**src/rtl/load_store_unit_pkg.sv**
```systemverilog
// Shared load/store funct3 codes, access-check record and funct3 legality helper.
package load_store_unit_pkg;

  localparam logic [2:0] LOAD_LB     = 3'b000;
  localparam logic [2:0] LOAD_LH     = 3'b001;
  localparam logic [2:0] LOAD_LW     = 3'b010;
  localparam logic [2:0] LOAD_LD     = 3'b011;
  localparam logic [2:0] LOAD_LBU    = 3'b100;
  localparam logic [2:0] LOAD_LHU    = 3'b101;
  localparam logic [2:0] LOAD_LWU    = 3'b110;
  localparam logic [2:0] STORE_SB    = 3'b000;
  localparam logic [2:0] STORE_SH    = 3'b001;
  localparam logic [2:0] STORE_SW    = 3'b010;
  localparam logic [2:0] STORE_SD    = 3'b011;
  localparam logic [2:0] FUNCT3_RSVD = 3'b111;

  typedef struct packed {
    logic illegal;
    logic misaligned;
    logic crossing;
  } access_chk_t;

  // Doubleword and LWU only exist on RV64; stores have no unsigned forms.
  function automatic logic funct3_illegal(input logic write, input logic [2:0] funct3,
                                          input logic xlen64);
    logic bad;
    bad = (funct3 == FUNCT3_RSVD) || (write && funct3[2]);
    if (!xlen64 && ((funct3 == LOAD_LD) || (funct3 == LOAD_LWU) || (write && funct3 == STORE_SD)))
      bad = 1'b1;
    return bad;
  endfunction

endpackage

```
**src/rtl/load_store_unit_if.sv**
```systemverilog
// Core-side request/response bundle and memory-side beat bundle for the load/store unit.
interface load_store_unit_if #(parameter int XLEN = 32) ();
  logic            req_valid;
  logic            req_ready;
  logic            req_write;
  logic [2:0]      req_funct3;
  logic [XLEN-1:0] req_address;
  logic [XLEN-1:0] req_store_data;
  logic            resp_valid;
  logic [XLEN-1:0] resp_load_data;
  logic            resp_misaligned;
  logic            resp_illegal;

  modport master (
    output req_valid, req_write, req_funct3, req_address, req_store_data,
    input  req_ready, resp_valid, resp_load_data, resp_misaligned, resp_illegal
  );
  modport slave (
    input  req_valid, req_write, req_funct3, req_address, req_store_data,
    output req_ready, resp_valid, resp_load_data, resp_misaligned, resp_illegal
  );
endinterface

interface load_store_unit_mem_if #(parameter int XLEN = 32) ();
  localparam int BYTES = XLEN / 8;
  logic             mem_valid;
  logic             mem_ready;
  logic             mem_write;
  logic [XLEN-1:0]  mem_address;
  logic [XLEN-1:0]  mem_write_data;
  logic [BYTES-1:0] mem_write_mask;
  logic [XLEN-1:0]  mem_read_data;

  modport master (
    output mem_valid, mem_write, mem_address, mem_write_data, mem_write_mask,
    input  mem_ready, mem_read_data
  );
  modport slave (
    input  mem_valid, mem_write, mem_address, mem_write_data, mem_write_mask,
    output mem_ready, mem_read_data
  );
endinterface

```
**src/rtl/load_store_unit_lsu_align.sv**
```systemverilog
// Combinational lane alignment: store data/mask placement over two words and load
// extraction with sign/zero extension. No state, no handshake.
module lsu_align #(
  parameter int XLEN = 32
) (
  input  logic [$clog2(XLEN/8)-1:0] offset,
  input  logic [1:0]                size_log2,
  input  logic                      unsigned_load,
  input  logic [XLEN-1:0]           store_data,
  input  logic [2*XLEN-1:0]         read_buf,
  output logic [2*XLEN-1:0]         write_vec,
  output logic [2*(XLEN/8)-1:0]     write_mask,
  output logic [XLEN-1:0]           load_result
);
  localparam int BYTES = XLEN / 8;

  logic [7:0]      size_mask;
  logic [XLEN-1:0] shifted;
  logic            sign;
  logic            fill;

  always_comb begin
    size_mask = 8'h00;
    case (size_log2)
      2'd0:    size_mask = 8'h01;
      2'd1:    size_mask = 8'h03;
      2'd2:    size_mask = 8'h0F;
      default: size_mask = 8'hFF;
    endcase
    write_vec  = {{XLEN{1'b0}}, store_data} << {offset, 3'b000};
    write_mask = (2*BYTES)'(size_mask) << offset;
  end

  always_comb begin
    shifted = XLEN'(read_buf >> {offset, 3'b000});
    sign    = 1'b0;
    case (size_log2)
      2'd0:    sign = shifted[7];
      2'd1:    sign = shifted[15];
      2'd2:    sign = shifted[31];
      default: sign = shifted[XLEN-1];
    endcase
    fill        = sign & ~unsigned_load;
    load_result = '0;
    for (int i = 0; i < XLEN; i++)
      load_result[i] = (i < (8 << size_log2)) ? shifted[i] : fill;
  end

endmodule

```
**src/rtl/load_store_unit.sv**
```systemverilog
// Load/store unit: one request at a time, 1-2 bus beats, response 1 cycle after last beat.
// Stalls on mem_ready; faults respond at T+1. Define MISALIGNED_SPLIT_EN to split misaligned accesses.
module load_store_unit
  import load_store_unit_pkg::*;
#(
  parameter int XLEN = 32
) (
  input logic                 clk,
  input logic                 reset_n,
  load_store_unit_if.slave     core,
  load_store_unit_mem_if.master mem
);
  localparam int BYTES = XLEN / 8;
  localparam int OFFW  = $clog2(BYTES);

  localparam logic [1:0] S_IDLE  = 2'd0;
  localparam logic [1:0] S_BEAT0 = 2'd1;
`ifdef MISALIGNED_SPLIT_EN
  localparam logic [1:0] S_BEAT1 = 2'd2;
`endif
  localparam logic [1:0] S_RESP  = 2'd3;

  logic [1:0]      state;
  logic            r_write;
  logic [2:0]      r_funct3;
  logic [XLEN-1:0] r_address;
  logic [XLEN-1:0] r_store_data;
  logic            resp_valid_q;
  logic            resp_mis_q;
  logic            resp_ill_q;
  logic [XLEN-1:0] resp_data_q;

  access_chk_t     chk;
  logic [OFFW-1:0] req_offset;
  logic [OFFW-1:0] align_mask;
  logic [OFFW+1:0] cross_sum;
  logic            fault;
  logic            fault_mis;

  logic [2*XLEN-1:0]  read_view;
  logic [2*XLEN-1:0]  write_vec;
  logic [2*BYTES-1:0] write_mask_vec;
  logic [XLEN-1:0]    load_result;
  logic [XLEN-1:0]    beat_base;
  logic               in_beat1;
  logic               mem_valid_int;
  logic               drive_write;

  // Request classification happens on the live request so a fault can skip the bus entirely.
  always_comb begin
    req_offset     = core.req_address[OFFW-1:0];
    align_mask     = OFFW'((32'd1 << core.req_funct3[1:0]) - 32'd1);
    cross_sum      = {2'b00, req_offset} + ((OFFW+2)'(1) << core.req_funct3[1:0]);
    chk.illegal    = funct3_illegal(core.req_write, core.req_funct3, XLEN == 64);
    chk.misaligned = |(req_offset & align_mask);
    chk.crossing   = cross_sum > (OFFW+2)'(BYTES);
`ifdef MISALIGNED_SPLIT_EN
    fault     = chk.illegal;
    fault_mis = 1'b0;
`else
    fault     = chk.illegal | chk.misaligned;
    fault_mis = chk.misaligned & ~chk.illegal;
`endif
  end

`ifdef MISALIGNED_SPLIT_EN
  logic            r_crossing;
  logic [XLEN-1:0] lo_buf;

  always_ff @(posedge clk or negedge reset_n) begin
    if (!reset_n) begin
      r_crossing <= 1'b0;
      lo_buf     <= '0;
    end else begin
      if (state == S_IDLE && core.req_valid)
        r_crossing <= chk.crossing;
      if (state == S_BEAT0 && mem.mem_ready)
        lo_buf <= mem.mem_read_data;
    end
  end

  // Second beat data is used live; only the first word needs holding.
  assign in_beat1  = (state == S_BEAT1);
  assign read_view = in_beat1 ? {mem.mem_read_data, lo_buf}
                              : {{XLEN{1'b0}}, mem.mem_read_data};
`else
  logic unused_crossing;
  assign unused_crossing = chk.crossing;
  assign in_beat1        = 1'b0;
  assign read_view       = {{XLEN{1'b0}}, mem.mem_read_data};
`endif

  lsu_align #(.XLEN(XLEN)) u_align (
    .offset        (r_address[OFFW-1:0]),
    .size_log2     (r_funct3[1:0]),
    .unsigned_load (r_funct3[2]),
    .store_data    (r_store_data),
    .read_buf      (read_view),
    .write_vec     (write_vec),
    .write_mask    (write_mask_vec),
    .load_result   (load_result)
  );

  always_ff @(posedge clk or negedge reset_n) begin
    if (!reset_n) begin
      state        <= S_IDLE;
      r_write      <= 1'b0;
      r_funct3     <= '0;
      r_address    <= '0;
      r_store_data <= '0;
      resp_valid_q <= 1'b0;
      resp_data_q  <= '0;
      resp_mis_q   <= 1'b0;
      resp_ill_q   <= 1'b0;
    end else begin
      resp_valid_q <= 1'b0;
      resp_data_q  <= '0;
      resp_mis_q   <= 1'b0;
      resp_ill_q   <= 1'b0;
      case (state)
        S_IDLE: begin
          if (core.req_valid) begin
            r_write      <= core.req_write;
            r_funct3     <= core.req_funct3;
            r_address    <= core.req_address;
            r_store_data <= core.req_store_data;
            if (fault) begin
              state        <= S_RESP;
              resp_valid_q <= 1'b1;
              resp_ill_q   <= chk.illegal;
              resp_mis_q   <= fault_mis;
            end else begin
              state <= S_BEAT0;
            end
          end
        end
        S_BEAT0: begin
          if (mem.mem_ready) begin
`ifdef MISALIGNED_SPLIT_EN
            if (r_crossing) state <= S_BEAT1;
            else
`endif
            begin
              state        <= S_RESP;
              resp_valid_q <= 1'b1;
              resp_data_q  <= r_write ? '0 : load_result;
            end
          end
        end
`ifdef MISALIGNED_SPLIT_EN
        S_BEAT1: begin
          if (mem.mem_ready) begin
            state        <= S_RESP;
            resp_valid_q <= 1'b1;
            resp_data_q  <= r_write ? '0 : load_result;
          end
        end
`endif
        S_RESP:  state <= S_IDLE;
        default: state <= S_IDLE;
      endcase
    end
  end

  // Beat outputs derive only from registered request state, so they hold through stalls.
  assign mem_valid_int = (state == S_BEAT0) || in_beat1;
  assign drive_write   = mem_valid_int && r_write;
  assign beat_base     = {r_address[XLEN-1:OFFW], {OFFW{1'b0}}};

  assign mem.mem_valid      = mem_valid_int;
  assign mem.mem_write      = drive_write;
  assign mem.mem_address    = !mem_valid_int ? '0 :
                              in_beat1 ? beat_base + XLEN'(BYTES) : beat_base;
  assign mem.mem_write_data = !drive_write ? '0 :
                              in_beat1 ? write_vec[2*XLEN-1:XLEN] : write_vec[XLEN-1:0];
  assign mem.mem_write_mask = !drive_write ? '0 :
                              in_beat1 ? write_mask_vec[2*BYTES-1:BYTES]
                                       : write_mask_vec[BYTES-1:0];

  assign core.req_ready       = (state == S_IDLE);
  assign core.resp_valid      = resp_valid_q;
  assign core.resp_load_data  = resp_data_q;
  assign core.resp_misaligned = resp_mis_q;
  assign core.resp_illegal    = resp_ill_q;

endmodule

```
**src/flat_wrapper.sv**
```systemverilog
// flat-port wrapper written by rule: the top's interface ports become plain ports
module load_store_unit_flat import load_store_unit_pkg::*;
#(
  parameter int XLEN = 32
)
  (clk, reset_n, core_req_valid, core_req_write, core_req_funct3, core_req_address, core_req_store_data, core_req_ready, core_resp_valid, core_resp_load_data, core_resp_misaligned, core_resp_illegal, mem_mem_valid, mem_mem_write, mem_mem_address, mem_mem_write_data, mem_mem_write_mask, mem_mem_ready, mem_mem_read_data);
  load_store_unit_if #(.XLEN(XLEN)) core_i ();
  load_store_unit_mem_if #(.XLEN(XLEN)) mem_i ();
  input logic clk;
  input logic reset_n;
  input wire logic [$bits(core_i.req_valid)-1:0] core_req_valid;
  input wire logic [$bits(core_i.req_write)-1:0] core_req_write;
  input wire logic [$bits(core_i.req_funct3)-1:0] core_req_funct3;
  input wire logic [$bits(core_i.req_address)-1:0] core_req_address;
  input wire logic [$bits(core_i.req_store_data)-1:0] core_req_store_data;
  output wire logic [$bits(core_i.req_ready)-1:0] core_req_ready;
  output wire logic [$bits(core_i.resp_valid)-1:0] core_resp_valid;
  output wire logic [$bits(core_i.resp_load_data)-1:0] core_resp_load_data;
  output wire logic [$bits(core_i.resp_misaligned)-1:0] core_resp_misaligned;
  output wire logic [$bits(core_i.resp_illegal)-1:0] core_resp_illegal;
  output wire logic [$bits(mem_i.mem_valid)-1:0] mem_mem_valid;
  output wire logic [$bits(mem_i.mem_write)-1:0] mem_mem_write;
  output wire logic [$bits(mem_i.mem_address)-1:0] mem_mem_address;
  output wire logic [$bits(mem_i.mem_write_data)-1:0] mem_mem_write_data;
  output wire logic [$bits(mem_i.mem_write_mask)-1:0] mem_mem_write_mask;
  input wire logic [$bits(mem_i.mem_ready)-1:0] mem_mem_ready;
  input wire logic [$bits(mem_i.mem_read_data)-1:0] mem_mem_read_data;
  assign core_i.req_valid = core_req_valid;
  assign core_i.req_write = core_req_write;
  assign core_i.req_funct3 = core_req_funct3;
  assign core_i.req_address = core_req_address;
  assign core_i.req_store_data = core_req_store_data;
  assign core_req_ready = core_i.req_ready;
  assign core_resp_valid = core_i.resp_valid;
  assign core_resp_load_data = core_i.resp_load_data;
  assign core_resp_misaligned = core_i.resp_misaligned;
  assign core_resp_illegal = core_i.resp_illegal;
  assign mem_mem_valid = mem_i.mem_valid;
  assign mem_mem_write = mem_i.mem_write;
  assign mem_mem_address = mem_i.mem_address;
  assign mem_mem_write_data = mem_i.mem_write_data;
  assign mem_mem_write_mask = mem_i.mem_write_mask;
  assign mem_i.mem_ready = mem_mem_ready;
  assign mem_i.mem_read_data = mem_mem_read_data;
  load_store_unit #(.XLEN(XLEN)) u_core (.clk(clk), .reset_n(reset_n), .core(core_i), .mem(mem_i));
endmodule
```
**config.mk**
```make
export PLATFORM = sky130hd
export DESIGN_NAME = load_store_unit_flat
export DESIGN_NICKNAME = d
export VERILOG_FILES = /design/src/rtl/load_store_unit_pkg.sv /design/src/rtl/load_store_unit_if.sv /design/src/rtl/load_store_unit_lsu_align.sv /design/src/rtl/load_store_unit.sv /design/src/flat_wrapper.sv
export SDC_FILE = /design/constraint.sdc
export NUM_CORES = 1
export LEC_CHECK = 0
export CAP_MARGIN = 20
export CORE_MARGIN = 4
export CORE_UTILIZATION = 48
export CTS_BUF_LIST = sky130_fd_sc_hd__clkbuf_4
export DETAILED_ROUTE_END_ITERATION = 12
export GPL_TIMING_DRIVEN = 0
export PLACE_DENSITY = 0.88
export RECOVER_POWER = 50
export SYNTH_ARGS = -nofsm -noshare
export SYNTH_HDL_FRONTEND = slang
export SYNTH_SLANG_ARGS = --single-unit
export TNS_END_PERCENT = 50
```
**constraint.sdc**
```tcl
create_clock -name clk -period 4.3 [get_ports clk]
set_input_delay 0.43 -clock clk [delete_from_list [all_inputs] [get_ports clk]]
set_output_delay 0.43 -clock clk [all_outputs]
set_load 0.1 [all_outputs]
```
After elaboration in Yosys (flattened, before gate mapping)
Index checks and enable logic that the tools add are counted.
{"block": "totals", "register_bits": 105, "inputBits": 104, "out_inout_bits": 106, "word_cells": 127}
{"block": "op_classes", "add_sub_neg": 1, "n_lt_le_gt_ge": 32, "n_eq_ne": 8, "shift": 5, "mux": 55, "bitwise": 6, "n_reduce_logical": 11}
{"op": "6-bit by 32-bit < comparator with 1-bit output (first input constant)", "n": 16}
{"op": "5-bit by 32-bit < comparator with 1-bit output (first input constant)", "n": 8}
{"op": "32-bit two-way mux", "n": 5}
{"op": "4-bit by 32-bit < comparator with 1-bit output (first input constant)", "n": 4}
{"op": "3-bit by 32-bit < comparator with 1-bit output (first input constant)", "n": 2}
{"op": "1-bit two-way mux", "n": 42}
{"op": "1-bit by 32-bit < comparator with 1-bit output (first input constant)", "n": 1}
{"op": "2-bit by 32-bit < comparator with 1-bit output (first input constant)", "n": 1}
{"op": "32-bit by 5-bit << shifter with 32-bit output", "n": 1}
{"op": "4-bit by 2-bit << shifter with 32-bit output (first input constant)", "n": 1}
{"op": "32-bit by 5-bit >> shifter with 32-bit output", "n": 1}
{"op": "8-bit one-hot mux with 3 select lines", "n": 1}
{"op": "8-bit by 2-bit << shifter with 4-bit output", "n": 1}
{"op": "3-bit == test (second input constant)", "n": 2}
{"op": "2-bit two-way mux", "n": 3}
{"op": "2-bit by 1-bit == test with 1-bit output (second input constant)", "n": 2}
{"op": "2-bit logical NOT", "n": 2}
{"op": "4-bit two-way mux", "n": 1}
{"op": "2-bit inequality test (second input constant)", "n": 2}
{"op": "1-bit one-hot mux with 2 select lines", "n": 2}
{"op": "2-bit one-hot mux with 2 select lines", "n": 1}
{"op": "2-bit AND reduction", "n": 2}
{"op": "3-bit by 2-bit == test with 1-bit output (second input constant)", "n": 1}
{"op": "1-bit logical AND", "n": 3}
{"op": "other kinds (9)", "n": 13}

Longest topological paths before layout
Gate-level depths: netlist of the first run.
{"block": "logic_depth", "word_depth": 9, "mapped_depth": 7}

Cells and area by module
Synthesis of the first run repeated with hierarchy kept, for this count alone.
{"block": "unflattened", "hier_cells": 557, "hier_area_um2": 6307.3}
{"module": "load_store_unit", "instances": 1, "cells_per_inst": 313, "area_per_inst_um2": 4307.9, "seq_area_each_um2": 2627.5}
{"module": "lsu_align", "instances": 1, "cells_per_inst": 244, "area_per_inst_um2": 1999.4, "seq_area_each_um2": 0.0}

Least setup slack after synthesis of the first run
No wires, ideal clock.
{"block": "synth_timing", "kind": "register to output", "from": "register u_core.r_address[1]", "to": "output mem_mem_write_data[24]", "arrival_ns": 3.373, "required_time_ns": 3.870, "path_slack_ns": 0.497, "stages_incl_launch_ff": 6, "cell_sequence": "dfrtp_1 buf_6 buf_2 clkbuf_1 a211oi_1 a211oi_1"}
{"block": "synth_between", "elab_chain_cells": 2}
{"element": "start, declared", "line": "load_store_unit.sv:26", "text": "logic [XLEN-1:0] r_address;"}
{"element": "start signal, assigned", "line": "load_store_unit.sv:125", "text": "r_address <= core.req_address;"}
{"element": "32-bit by 5-bit << shifter with 32-bit output", "line": "load_store_unit_lsu_align.sv:30", "text": "write_vec = {{XLEN{1'b0}}, store_data} << {offset, 3'b000};"}
{"element": "32-bit two-way mux", "line": "load_store_unit.sv:174", "text": "assign mem.mem_write_data = !drive_write ? '0 :"}
{"element": "end, declared", "line": "flat_wrapper.sv:24", "text": "output wire logic [$bits(mem_i.mem_write_data)-1:0] mem_mem_write_data;"}
Every way passes these cells.

Worst setup path in the final report of the first run
{"block": "layout_timing", "from": "register u_core.r_address[1]", "to": "output mem_mem_write_data[7]"}
The elaborated chain is that of the path after synthesis.

==> impl_metrics.yaml, run 1 <==
outcome:
  violations: "max-capacitance violations, max-slew violations"
  outcome: "finished, violations left"
clocking:
  cts_setup_buffers: 0
  cts_buffers: 9
  insertion_delay_ns: 0.45
  htree_levels: 3
  clock-sinks: 105
  cts_root_buf: "clkbuf_4"
  postCtsHoldBufs: 1
  clock_path_buffers: 2
  post_cts_resized: 0
  cts_tree: "built"
  clk_pin_slew_ns: 0.17
cells_and_area:
  area_delta_synth_final_pct: 45.9
  multi_input_area_sq_mm: 0.00228
  antennaDiodeCount: 0
  regArea_sq_mm: 0.00263
  fillCellCount: 853
  drive_gt1_share_pct: 4.08
  nets: 908
yosys:
  syn_avg_cell_area_sq_um: 8.80
  synth.area.top_cells: "dfrtp_1 51%, nand2_1 15%, mux2i_1 6.2%, and2_1 4.8%, a211oi_1 4.7%"
  yosysUniqueCellTypes: 34
  yosysSeqAreaShare_pct: 51.2
  yosysTopAreaCell: "dfrtp_1"
  synth_seq_cells: 105
  synth_warnings: 0
  synthCells: 583
  synthesis.area_sq_mm: 0.00513
  netlist.area_leader.share_pct: 51.2
sta:
  tightest_slew_ns: 2.71
  holdWs_ns: 0.478
  finalMaxSlewViolations: 48
  rsz0062_at_grt: "false"
  finalSetupTns_ns: 0
  fin_crit_sh_pct: 91.6
  setup_viol_count_final: 0
  min_period_ns: 3.94
  slew-limit-headroom_pct: -80.8
  fin_skew_ns: 0.0178
  fmax_ghz: 0.254
  finalHoldViolCount: 0
flow_run:
  max_cap_viol_count: 1
critical_path:
  critPathKind: "flop to primary output"
  crit_fanout: 10
  cp-end-kind: "primary output"
  required_ns: 3.87
  reg2reg_depth: 6
  timing.rr.start: "u_core.r_address[1]"
  startpoint_type: "flop"
  arrival_ns: 3.51
  r2r-end: "u_core.core.resp_load_data[22]"
  rrSetupSlack_ns: 2.26
global_route:
  overflow: 0
  grt_pass1_wl_um: 26000
  grt_use_total_pct: 25.9
  first_global_vias: 5110
  antenna_found_initial: 0
  grt_max_degree: 59
min_path:
  hold_start: "core_req_address[19]"
  worstHoldEndpoint: "u_core.r_address[19]"
  holdPathStages: 3
  hp-class: "input pin to flop"
power_and_ir_drop:
  switching_share_pct: 58.6
  p_sw_uw: 3590
  irDropWorstVdd_mv: 0.609
  clkPwrFrac_pct: 7.4
  comb_power_share_pct: 66.5
  seqPwrFrac_pct: 26.1
  p_int_uw: 2540
  leakage_uw: 0.00348
  p_total_uw: 6130
  power_density_mw_per_mm2: 819
floorplanning:
  die_y_um: 111
  coreArea_sq_mm: 0.0104
  pin_count: 210
  die-area_sq_mm: 0.0124
  die_x_um: 111
  row_count: 37
  initial_core_util_pct: 49.5
drt:
  num_vias: 5003
  vias_per_cell: 5.29
  drtIter0Drc: 341
  wl_um: 16500
  ant_nets: 0
  wl_per_cell_um: 17.5
  drtPass1Iterations: 5
  drc_errors: 0
place:
  io_buffers: 207
  routabilityCongestion: 0.886
  dp_hpwl_um: 12600
[synthesized netlist by cell type]
master     number
o21ai_0         2
conb_1          1
mux4_2          1
a21oi_1        24
buf_6           2
nor2b_1        19
inv_2           1
o21ai_2         8
a211oi_1       32
o22ai_1         1
or4b_1          1
or3_1           2
buf_1           2
nand2_1       205
clkbuf_1       28
nand3b_1        1
mux2_2          1
or2_2           1
or2_1           1
nand2b_1        2
o21ai_1         3
and2_1         39
mux2i_1        32
nor2_2          1
buf_2           8
inv_1           1
or4_4           1
dfrtp_1       105
nor2_1         40
nor4_2          1
nand4bb_1       1
a21o_1         12
buf_4           2
nor3b_1         2
[worst max-delay path: stages (launching register included)]
cell             delay [ns]
dfrtp_1                0.45
buf_6                  0.16
or2_1                  0.22
clkbuf_1               0.27
nor2_1                 0.58
and2_1                 0.23
clkdlybuf4s50_1        1.15
[layer usage]
metal / part of all wire (%) / track usage [%]
met3: 9.0 / 7.50
met5: 0 / 0
met2: 50 / 44.6
met1: 39 / 31.1
met4: 2.5 / 8.92
[registers in the layout, indices dropped and copies added (netlist names)]
| name | cells |
|---|---|
| u_core.core.resp_load_data | 32 |
| u_core.r_address | 32 |
| u_core.r_store_data | 32 |
| u_core.r_funct3 | 3 |
| u_core.state | 2 |
| u_core.core.resp_illegal | 1 |
| u_core.core.resp_misaligned | 1 |
| u_core.core.resp_valid | 1 |
| u_core.r_write | 1 |
[stage by stage]
stage | cell area, sq um | worst slack, ns | cells | util (%)
2_1_floorplan | 5130 | 0.497 | 584 | -
3_3_place_gp | 7370 | -1.08 | 927 | 71.1
3_5_place_dp | 7400 | 0.876 | 928 | 71.4
4_1_cts | 7520 | 0.364 | 945 | 72.5
5_1_grt | 7480 | 0.226 | 945 | 72.2
6_report | 7480 | 0.362 | 945 | 72.2
[layout by cell type (no fill, tap or decap), types with 2 or more instances in the layout]
cell | netlist | final
nand2_1 | 205 | 205
clkdlybuf4s50_1 | 0 | 205
dfrtp_1 | 105 | 105
nor2_1 | 40 | 40
and2_1 | 39 | 39
clkbuf_1 | 28 | 32
mux2i_1 | 32 | 32
a211oi_1 | 32 | 32
a21oi_1 | 24 | 24
nor2b_1 | 19 | 19
a21o_1 | 12 | 12
o21ai_0 | 2 | 9
clkbuf_4 | 0 | 9
buf_2 | 8 | 7
nand2b_1 | 2 | 2
or3_1 | 2 | 2
o21ai_1 | 3 | 2
nor3b_1 | 2 | 2
o21ai_2 | 8 | 2
buf_4 | 2 | 2
conb_1 | 1 | 2
clkinvlp_4 | 0 | 2
clkinv_1 | 0 | 2
inv_6 | 0 | 2
dlygate4sd3_1 | 0 | 2
[area by class of cell]
| cell class | instances | share of cell area, % |
|---|---|---|
| sequential | 105 | 35.1 |
| tap | 136 | 2.27 |
| timing repair buffer | 209 | 28.1 |
| clock inverter | 7 | 0.602 |
| inverter | 2 | 0.100 |
| multi-input combinational | 435 | 30.5 |
| buffer | 42 | 2.42 |
| clock buffer | 9 | 0.903 |
[kinds of logic after synthesis]
logic type,share of synthesized area [%]
buffers and inverters,3.85
and+or+nand+nor,27.2
DFF,51.2
muxes,6.90
AOI/OAI and AO/OA,10.8
other,0.0731
[power by group through the flow]
| stage | Sequential, uW | Combinational (uW) | Clock (uW) |
|---|---|---|---|
| 2_1_floorplan | 2050 | 2580 | 0 |
| 3_3_place_gp | 1600 | 4000 | 0 |
| 3_5_place_dp | 1620 | 4080 | 0 |
| 4_1_cts | 1600 | 4100 | 458 |
| 5_1_grt | 1650 | 4290 | 502 |
| 6_report | 1600 | 4080 | 454 |
[how the worst max path moves through the flow]
stage / from / endpoint / slack, ns / cells past startpoint
finish: u_core.r_address[1] / mem_mem_write_data[7] / 0.36 / 6
global placement: reset_n / u_core.r_address[26] / -1.08 / 1
floorplan: u_core.r_address[1] / mem_mem_write_data[24] / 0.50 / 5
global route: u_core.state[1] / mem_mem_write_data[7] / 0.23 / 6
detailed placement: u_core.state[1] / mem_mem_write_data[2] / 0.88 / 6
CTS: u_core.state[1] / mem_mem_write_data[7] / 0.36 / 6
Note: power is estimated with default switching activity, not from simulation.
==> inputs of run 2 (changes only) <==
--- a/config.mk
+++ b/config.mk
@@ -11,7 +11,7 @@
 export CTS_BUF_LIST = sky130_fd_sc_hd__clkbuf_4
 export DETAILED_ROUTE_END_ITERATION = 12
 export GPL_TIMING_DRIVEN = 0
-export PLACE_DENSITY = 0.88
+export PLACE_DENSITY = 0.92
 export RECOVER_POWER = 50
 export SYNTH_ARGS = -nofsm -noshare
 export SYNTH_HDL_FRONTEND = slang
==> run 2 against run 1 <==
Against the previous run:
- sequential cell count is the same
- critical path type unchanged
- first-iteration DRC count shrank 8.2%
- critical endpoint unchanged
- the flow still finishes with violations (max-capacitance violations, max-slew violations)
- largest power group unchanged
- core utilization shrank 0.27 points
- largest cell class unchanged
==> impl_metrics.yaml, run 2 (synthesis results as in run 1) <==
outcome:
  outcome: "finished, violations left"
  violations: "max-capacitance violations, max-slew violations"
sta:
  setup_ws_ns: 0.343
  slew-limit-headroom_pct: -76.6
  finalHoldViolCount: 0
  rsz0062_at_grt: "false"
  setup_viol_count_final: 0
  fin_skew_ns: 0.00911
  finalMaxSlewViolations: 53
  fin_crit_sh_pct: 92.0
  min_period_ns: 3.96
  tightest_slew_ns: 2.65
  fmax_ghz: 0.253
floorplanning:
  die_x_um: 111
  row_count: 37
  die-area_sq_mm: 0.0124
  die_y_um: 111
  coreArea_sq_mm: 0.0104
  pin_count: 210
  initial_core_util_pct: 49.5
cells_and_area:
  fillCellCount: 802
  area_delta_synth_final_pct: 45.4
  final_cell_mix: "206 x clkdlybuf4s50_1, 205 x nand2_1, 105 x dfrtp_1, 40 x nor2_1, 38 x and2_1"
  antennaDiodeCount: 0
  drive_gt1_share_pct: 4.46
  nets: 907
  fin_area_sq_mm: 0.00746
  layout_commonest_cell: "clkdlybuf4s50_1"
clocking:
  postCtsHoldBufs: 0
  post_cts_resized: 0
  cts_setup_buffers: 0
  cts_buffers: 9
  htree_levels: 3
  clock_path_buffers: 2
  clock-sinks: 105
  insertion_delay_ns: 0.45
  cts_tree: "built"
  cts_root_buf: "clkbuf_4"
  clk_pin_slew_ns: 0.15
drt:
  drc_errors: 0
  drtIter0Drc: 313
  vias_per_cell: 5.39
  wl_per_cell_um: 18.1
  drtPass1Iterations: 5
  ant_nets: 0
  num_vias: 5091
  wl_um: 17100
critical_path:
  cp_top_family: "buffers and inverters"
  cp-end-kind: "primary output"
  worst_path_max_delay_cell: "clkdlybuf4s50_1"
  crit_start: "u_core.r_address[1]"
  startpoint_type: "flop"
  cp_num_buf_inv: 3
  worstPathCellList: "buf_6, or2_1, clkbuf_1, nor2_1, and2_1, clkdlybuf4s50_1"
  path_depth: 6
  r2r-end: "u_core.core.resp_load_data[22]"
  critPathKind: "flop to primary output"
  reg2reg_depth: 6
  required_ns: 3.87
  crit_fanout: 10
  crit_end: "mem_mem_write_data[7]"
  rrSetupSlack_ns: 2.21
  worst_path_largest_cell_delay_ns: 1.15
  arrival_ns: 3.53
  timing.rr.start: "u_core.r_address[1]"
power_and_ir_drop:
  p_total_uw: 6160
  switching_share_pct: 58.5
  clkPwrFrac_pct: 7.3
  irDropWorstVdd_mv: 0.641
  leakage_uw: 0.00348
  p_sw_uw: 3610
  p_int_uw: 2550
  comb_power_share_pct: 66.5
  power_density_mw_per_mm2: 826
  seqPwrFrac_pct: 26.2
min_path:
  hp-class: "input pin to flop"
global_route:
  grt_max_degree: 55
  grt_pass1_wl_um: 27100
  grt_use_total_pct: 27.4
  first_global_vias: 5281
  overflow: 0
  antenna_found_initial: 0
place:
  dp_hpwl_um: 13000
  routabilityCongestion: 0.897
  placed_area_sq_mm: 0.00740
  pre_cts_slack_ns: 0.877
  io_buffers: 207
flow_run:
  max_cap_viol_count: 1
[run 2: layout make-up]
cell class              count  area, sq um  area share, %
flip-flops and latches    105         2630           35.2
inverters                   2         7.51          0.101
clock buffers              12         90.1           1.21
clock inverters             4         20.0          0.268
repair buffers            208         2070           27.8
well taps                 136          170           2.28
plain buffers              42          181           2.43
multi-input cells         435         2290           30.7
[run 2: power groups by stage]
stage	logic, uW	registers [uW]	clock network, uW
floorplan	2580	2050	0
global placement	4000	1600	0
detailed placement	4090	1630	0
CTS	4100	1610	453
global route	4300	1650	498
finish	4100	1610	451
[run 2: worst min-delay path by stage]
| stage | startpoint | endpoint | slack (ns) | depth (start not counted) |
|---|---|---|---|---|
| CTS | reset_n | u_core.r_store_data[25] | 0.007 | 1 |
| detailed placement | u_core.r_address[3] | u_core.r_address[3] | 0.46 | 2 |
| global placement | u_core.r_address[18] | u_core.r_address[18] | 0.45 | 2 |
| finish | core_req_address[23] | u_core.r_address[23] | 0.48 | 3 |
| floorplan | reset_n | u_core.core.resp_illegal | 0.13 | 0 |
| global route | core_req_address[28] | u_core.r_address[28] | 0.47 | 3 |
[run 2: worst reg2reg max path, delay by kind of cell (launching register included)]
| family | cells | cell delay, ns |
|---|---|---|
| DFF | 1 | 0.45 |
| muxes | 1 | 0.25 |
| buffers and inverters | 2 | 0.43 |
| and+or+nand+nor | 2 | 0.71 |
| AOI/OAI and AO/OA | 1 | 0.16 |
[run 2: stage by stage]
step | cells | util, % | hold WS [ns] | TNS [ns]
6_report | 944 | 71.9 | 0.479 | 0
5_1_grt | 944 | 71.9 | 0.465 | 0
2_1_floorplan | 584 | - | 0.134 | 0
3_5_place_dp | 928 | 71.4 | 0.458 | 0
3_3_place_gp | 927 | 71.1 | 0.450 | -106.40
4_1_cts | 944 | 72.4 | 0.00665 | 0
[run 2: layer usage]
layer	part of all wire [%]	vias to the layer above	global-route usage [%]
met2	50	289	46.6
met4	3.1	0	11.6
met3	9.7	44	7.83
met5	0	-	0
li1	-	2326	-
met1	37	2432	32.7
